<file path="src/rtl/dmem_arbiter.sv">
// dmem_arbiter: shares the single data-memory port between the CPU (m0) and
// the debug/UART loader (m1), sequencing grant, enable, read wait and response.
// Optional build macro: DMEM_ARB_FIXED_PRIO_EN gives m0 priority on every tie
// (default build arbitrates ties round-robin).
module dmem_arbiter #(
  parameter int unsigned ADDR_W  = 14,
  parameter int unsigned DATA_W  = 32,
  parameter int unsigned MEM_LAT = 1
) (
  input  logic              clk,
  input  logic              rst,
  input  logic              m0_req,
  input  logic              m0_we,
  input  logic [ADDR_W-1:0] m0_addr,
  input  logic [DATA_W-1:0] m0_wdata,
  output logic              m0_gnt,
  output logic              m0_rvalid,
  output logic [DATA_W-1:0] m0_rdata,
  input  logic              m1_req,
  input  logic              m1_we,
  input  logic [ADDR_W-1:0] m1_addr,
  input  logic [DATA_W-1:0] m1_wdata,
  output logic              m1_gnt,
  output logic              m1_rvalid,
  output logic [DATA_W-1:0] m1_rdata,
  output logic              mem_en,
  output logic              mem_we,
  output logic [ADDR_W-1:0] mem_addr,
  output logic [DATA_W-1:0] mem_wdata,
  input  logic [DATA_W-1:0] mem_rdata,
  output logic              busy
);

  localparam int unsigned CNT_W = 2;

  typedef enum logic [1:0] {IDLE, GRANT, RDWAIT, RESP} state_t;

  state_t            state, state_nxt;
  logic [CNT_W-1:0]  cnt, cnt_nxt;
  logic              sel, sel_nxt;
  logic              op_we, op_we_nxt;
  logic              last_gnt, last_gnt_nxt;
  logic              pick;

  logic              m0_gnt_nxt, m1_gnt_nxt;
  logic              m0_rvalid_nxt, m1_rvalid_nxt;
  logic [DATA_W-1:0] m0_rdata_nxt, m1_rdata_nxt;
  logic              mem_en_nxt, mem_we_nxt, busy_nxt;
  logic [ADDR_W-1:0] mem_addr_nxt;
  logic [DATA_W-1:0] mem_wdata_nxt;

  // Winner of an IDLE-cycle request (0 = m0, 1 = m1)
  always_comb begin
    pick = 1'b0;
`ifdef DMEM_ARB_FIXED_PRIO_EN
    pick = ~m0_req;
`else
    if (m0_req && m1_req) begin
      pick = ~last_gnt;
    end else begin
      pick = m1_req;
    end
`endif
  end

  // Next-state and next-output logic
  always_comb begin
    state_nxt     = state;
    cnt_nxt       = cnt;
    sel_nxt       = sel;
    op_we_nxt     = op_we;
    last_gnt_nxt  = last_gnt;
    m0_gnt_nxt    = 1'b0;
    m1_gnt_nxt    = 1'b0;
    m0_rvalid_nxt = 1'b0;
    m1_rvalid_nxt = 1'b0;
    m0_rdata_nxt  = m0_rdata;
    m1_rdata_nxt  = m1_rdata;
    mem_en_nxt    = 1'b0;
    mem_we_nxt    = 1'b0;
    mem_addr_nxt  = mem_addr;
    mem_wdata_nxt = mem_wdata;
    busy_nxt      = 1'b0;

    unique case (state)
      IDLE: begin
        if (m0_req || m1_req) begin
          state_nxt     = GRANT;
          sel_nxt       = pick;
          last_gnt_nxt  = pick;
          op_we_nxt     = pick ? m1_we : m0_we;
          mem_addr_nxt  = pick ? m1_addr : m0_addr;
          mem_wdata_nxt = pick ? m1_wdata : m0_wdata;
          m0_gnt_nxt    = ~pick;
          m1_gnt_nxt    = pick;
          mem_en_nxt    = 1'b1;
          mem_we_nxt    = op_we_nxt;
        end
      end
      GRANT: begin
        if (op_we) begin
          state_nxt = IDLE;
        end else begin
          state_nxt = RDWAIT;
          cnt_nxt   = CNT_W'(MEM_LAT - 1);
        end
      end
      RDWAIT: begin
        if (cnt != '0) begin
          cnt_nxt = cnt - CNT_W'(1);
        end else begin
          state_nxt = RESP;
          if (sel) begin
            m1_rdata_nxt  = mem_rdata;
            m1_rvalid_nxt = 1'b1;
          end else begin
            m0_rdata_nxt  = mem_rdata;
            m0_rvalid_nxt = 1'b1;
          end
        end
      end
      RESP: begin
        state_nxt = IDLE;
      end
      default: begin
        state_nxt = IDLE;
      end
    endcase

    busy_nxt = (state_nxt != IDLE);
  end

  // State and registered outputs
  always_ff @(posedge clk) begin
    if (rst) begin
      state     <= IDLE;
      cnt       <= '0;
      sel       <= 1'b0;
      op_we     <= 1'b0;
      last_gnt  <= 1'b1;
      m0_gnt    <= 1'b0;
      m1_gnt    <= 1'b0;
      m0_rvalid <= 1'b0;
      m1_rvalid <= 1'b0;
      m0_rdata  <= '0;
      m1_rdata  <= '0;
      mem_en    <= 1'b0;
      mem_we    <= 1'b0;
      mem_addr  <= '0;
      mem_wdata <= '0;
      busy      <= 1'b0;
    end else begin
      state     <= state_nxt;
      cnt       <= cnt_nxt;
      sel       <= sel_nxt;
      op_we     <= op_we_nxt;
      last_gnt  <= last_gnt_nxt;
      m0_gnt    <= m0_gnt_nxt;
      m1_gnt    <= m1_gnt_nxt;
      m0_rvalid <= m0_rvalid_nxt;
      m1_rvalid <= m1_rvalid_nxt;
      m0_rdata  <= m0_rdata_nxt;
      m1_rdata  <= m1_rdata_nxt;
      mem_en    <= mem_en_nxt;
      mem_we    <= mem_we_nxt;
      mem_addr  <= mem_addr_nxt;
      mem_wdata <= mem_wdata_nxt;
      busy      <= busy_nxt;
    end
  end

endmodule

</file>
<file path="config.mk">
export PLATFORM = sky130hd
export DESIGN_NAME = dmem_arbiter
export DESIGN_NICKNAME = d
export VERILOG_FILES = /design/src/rtl/dmem_arbiter.sv
export SDC_FILE = /design/constraint.sdc
export NUM_CORES = 1
export LEC_CHECK = 0
export ABC_AREA = 1
export CORE_ASPECT_RATIO = 1.2
export CORE_MARGIN = 1
export CORE_UTILIZATION = 41
export DETAILED_ROUTE_END_ITERATION = 12
export HOLD_SLACK_MARGIN = 0.08
export PLACE_DENSITY = 0.8
export SLEW_MARGIN = 20
export SYNTH_ARGS = -nofsm -noshare
export SYNTH_HDL_FRONTEND = slang
export SYNTH_SLANG_ARGS = --single-unit
</file>
<file path="constraint.sdc">
create_clock -name clk -period 1.6 [get_ports clk]
set_input_delay 0.16 -clock clk [delete_from_list [all_inputs] [get_ports clk]]
set_output_delay 0.16 -clock clk [all_outputs]
set_load 0.02 [all_outputs]
</file>
==> metrics.md <==
| Metric | Value |
|---|---|
| Dominant cells by area after synthesis | dfxtp_1 (48%), nor2_1 (17%), o21ai_0 (8.9%) |
| Diodes inserted | 0 |
| Post-Syn Area | 5200 um^2 |
| Die Ht | 125 um |
| Hold Crit Endpoint | state[0]$_SDFF_PP0_ |
| Crit path max-delay family | buffers and inverters |
| Max FO, Critical Path | 2 |
| Tmin final | 1550 ps |
| Grt ovf | 0 |
| Drt first pass iters | 4 |
| Share of flip-flops with an asynchronous set or reset | 0% |
| Worst path max stage delay | 660 ps |
| Detailed Route Iter0 Violations | 232 |
| Sequential cell fraction of total power | 34.8% |
| Cells on Worst Hold Path | 4 |
| Skew final | 12.1 ps |
| Synth Register Bits | 124 |
| Crit Reg-Reg Endpoint | m0_rdata[0]$_SDFFE_PP0P_ |
| Row count | 44 |
| Die ar. | 13100 um^2 |
| Sw frac | 29.3% |
| CTS tree | done |
| Synth Instances | 706 |
| Clock buffer depth | 2 |
| Post-Syn Area per Cell | 7.36 um^2 |
| CP cell instances | clkdlybuf4s50_1 |
| Setup ws final | 45.4 ps |
| Worst Setup End Kind | output pin |
| CP Launch Type | flip-flop |
| Worst Path Required | 1440 ps |
| Reg2Reg Setup Slack | 130 ps |
| Dpl hpwl | 10400 um |
| Post-synth cell types | 21 |
| Fill count | 1009 |
| Slew Limit Fails | 0 |
| Sink Count | 124 |
| Final hold vios | 0 |
| Reg clk slew, reported paths | 60 ps |
| CTS Hold Bufs | 0 |
| P_leak | 3.50 nW |
| Yosys top cell by area | dfxtp_1 |
| Initial core utilization | 42.5% |
| Antenna violations before repair | 0 |
| Layout area overhead | 63.3% |
| Final Cycle Share | 97.2% |
| Worst hold start | m1_req |
| Worst slew pin tran | 332 ps |
| Highest clock rate | 643 MHz |
| Clock Root Buffer | clkbuf_16 |
| DRC | 0 |
| Final non-filler cell area | 8490 um^2 |
| Metal3 WL | 1120 um |
| Pwr Density | 1230 nW/um^2 |
| Total Routing Usage GR | 22.8% |
| Final wirelength | 14800 um |
| Reg2Reg Depth | 8 |
| Post-synth top flop | dfxtp_1 |
| M1 WL | 6400 um |
| Vias per Instance | 4.84 |
| Most frequent cells after synthesis | nor2_1 (232), dfxtp_1 (124), o21ai_0 (92), nand2_1 (59), nand3_1 (52) |
| Max Used Layer | met4 |
| # setup viols final | 0 |
| Die W | 105 um |
| CP Launch Point | mem_addr[12]$_SDFFE_PP0P_ |
| Mapped Nets | 837 |
| Synth warnings | 0 |
| CTS H-tree lvls | 4 |
| FF-to-FF Start | cnt[0]$_SDFFE_PP0P_ |
| CP Class | flip-flop to output pin |
| Met2 wire len | 7040 um |
| Sum Neg Setup Slack | 0 ps |
| Skew-Pair Late Insertion Delay | 410 ps |
| Top-count cell post-synth | nor2_1 |
| Vias in the first global route | 4930 |
| Gate power share | 25.6% |
| Slew headroom | 77.9% |
| Core footprint | 12200 um^2 |
| Final Net Count | 1071 |
| Detail Route Antenna Nets | 0 |
| Placed inst area | 7850 um^2 |
| Register area share after synthesis | 47.8% |
| Global-route wire length before repair | 24000 um |
| Highest-delay cell along the critical path | clkdlybuf4s50_1 |
| Share of layout cells above drive strength 1 | 7.14% |
| Share of the synthesized area in the top cell type | 47.8% |
| Outcome | finished, final reports clean |
| Largest net degree at the start of global routing | 65 |
| Number of synthesized flops with an enable pin | 0 |
| Hold/Removal Path Class | primary input to flip-flop |
| Min Hold Slack | 298 ps |
| Wire length per cell | 13.3 um |
| Final GP Congestion | 0.807 |
| P_int | 7.38 mW |
| Critical path buffers and inverters | 1 |
| Max_cap viols | 0 |
| Peak supply drop | 574 uV |
| Dpl ws | 50.5 ps |
| Clock power share | 39.6% |
| # port buffers | 246 |
| Via Count | 5387 |
| RSZ-0062 raised after global routing | false |
| I/O pin count | 247 |
| CTS Buf Count | 17 |
| Psw | 3.06 mW |
| Arr. time, crit path | 1390 ps |
==> worst max-delay path by stage <==
stage	end	slack (ps)	cells past startpoint
6_report	mem_addr[12]	50	1
3_5_place_dp	m0_rdata[16]$_SDFFE_PP0P_	50	8
5_1_grt	mem_wdata[10]	0.1	1
3_3_place_gp	mem_wdata[27]$_SDFFE_PP0P_	70	8
2_1_floorplan	m0_rdata[10]$_SDFFE_PP0P_	350	8
4_1_cts	mem_wdata[18]	20	1
==> tightest hold or removal path: cells and delay by family <==
family                 cells  cell delay (ps)
AOI/OAI and AO/OA          2              220
buffers and inverters      2              270
==> cells in the final DEF, fill, tap and decap left out <==
master	n
clkbuf_16	17
clkdlybuf4s50_1	244
nor2_2	1
nand3_1	52
a21boi_0	41
nor2_4	2
o21ai_1	20
nor2_1	232
inv_6	6
nand4_1	1
buf_4	14
dfxtp_1	124
dlymetal6s2s_1	1
clkbuf_1	1
o21ai_0	92
bufinv_16	4
inv_1	8
clkinvlp_4	3
a21boi_1	5
ha_1	1
inv_4	1
a21oi_1	5
nand2_1	58
buf_2	1
inv_2	4
nand2_2	4
inv_8	1
buf_12	10
==> state kept, by name, indices dropped and copies added, names as in the netlist <==
| register | count |
|---|---|
| busy | 1 |
| m0_gnt | 1 |
| m0_rvalid | 1 |
| state | 2 |
| mem_wdata | 32 |
| op_we | 1 |
| mem_en | 1 |
| m0_rdata | 32 |
| mem_addr | 14 |
| m1_gnt | 1 |
| m1_rvalid | 1 |
| last_gnt | 1 |
| mem_we | 1 |
| sel | 1 |
| m1_rdata | 32 |
| cnt | 2 |
==> what timing repair did <==
action                                  in CTS  in global routing
endpoints found under the setup margin       1                  1
setup buffers                                0                  0
gates resized for setup                      1                  1
gates cloned                                 0                  0
==> power groups by stage <==
stage | Clock, mW | Sequential, mW | Combinational (mW)
3_5_place_dp | 0 | 3.69 | 2.68
2_1_floorplan | 0 | 4.09 | 1.04
4_1_cts | 4.20 | 3.64 | 2.69
3_3_place_gp | 0 | 3.69 | 2.66
6_report | 4.13 | 3.64 | 2.68
5_1_grt | 4.35 | 3.68 | 2.91
==> stage by stage <==
stage	power [mW]	utilization [%]	instances
3_5_place_dp	6.37	64.2	1082
2_1_floorplan	5.13	-	706
4_1_cts	10.5	69.4	1114
3_3_place_gp	6.34	64.2	1082
6_report	10.4	69.5	1114
5_1_grt	10.9	69.5	1114
==> layout make-up <==
class                           count  area [um^2]  area share (%)
Inverter                           13         51.3           0.604
Clock buffer                       18          429            5.06
Tap cell                          161          201            2.37
Multi-Input combinational cell    514         2350            27.7
Clock inverter                     14          206            2.43
Timing Repair Buffer              270         2770            32.6
Sequential cell                   124         2480            29.2
==> metal layers <==
layer	GRT usage, %	vias to the layer above
li1	-	2770
met1	27.7	2386
met2	37.6	213
met3	7.61	18
met4	8.45	0
met5	0	-
==> logic make-up after synthesis <==
logic type / share of synthesized area, %
AND/OR/NAND/NOR: 27.0
AO/OA/AOI/OAI: 17.9
flip-flops: 47.8
buffers and inverters: 7.13
adder cells (fa/ha/maj): 0.241
Note: power is estimated with default switching activity, not from simulation.
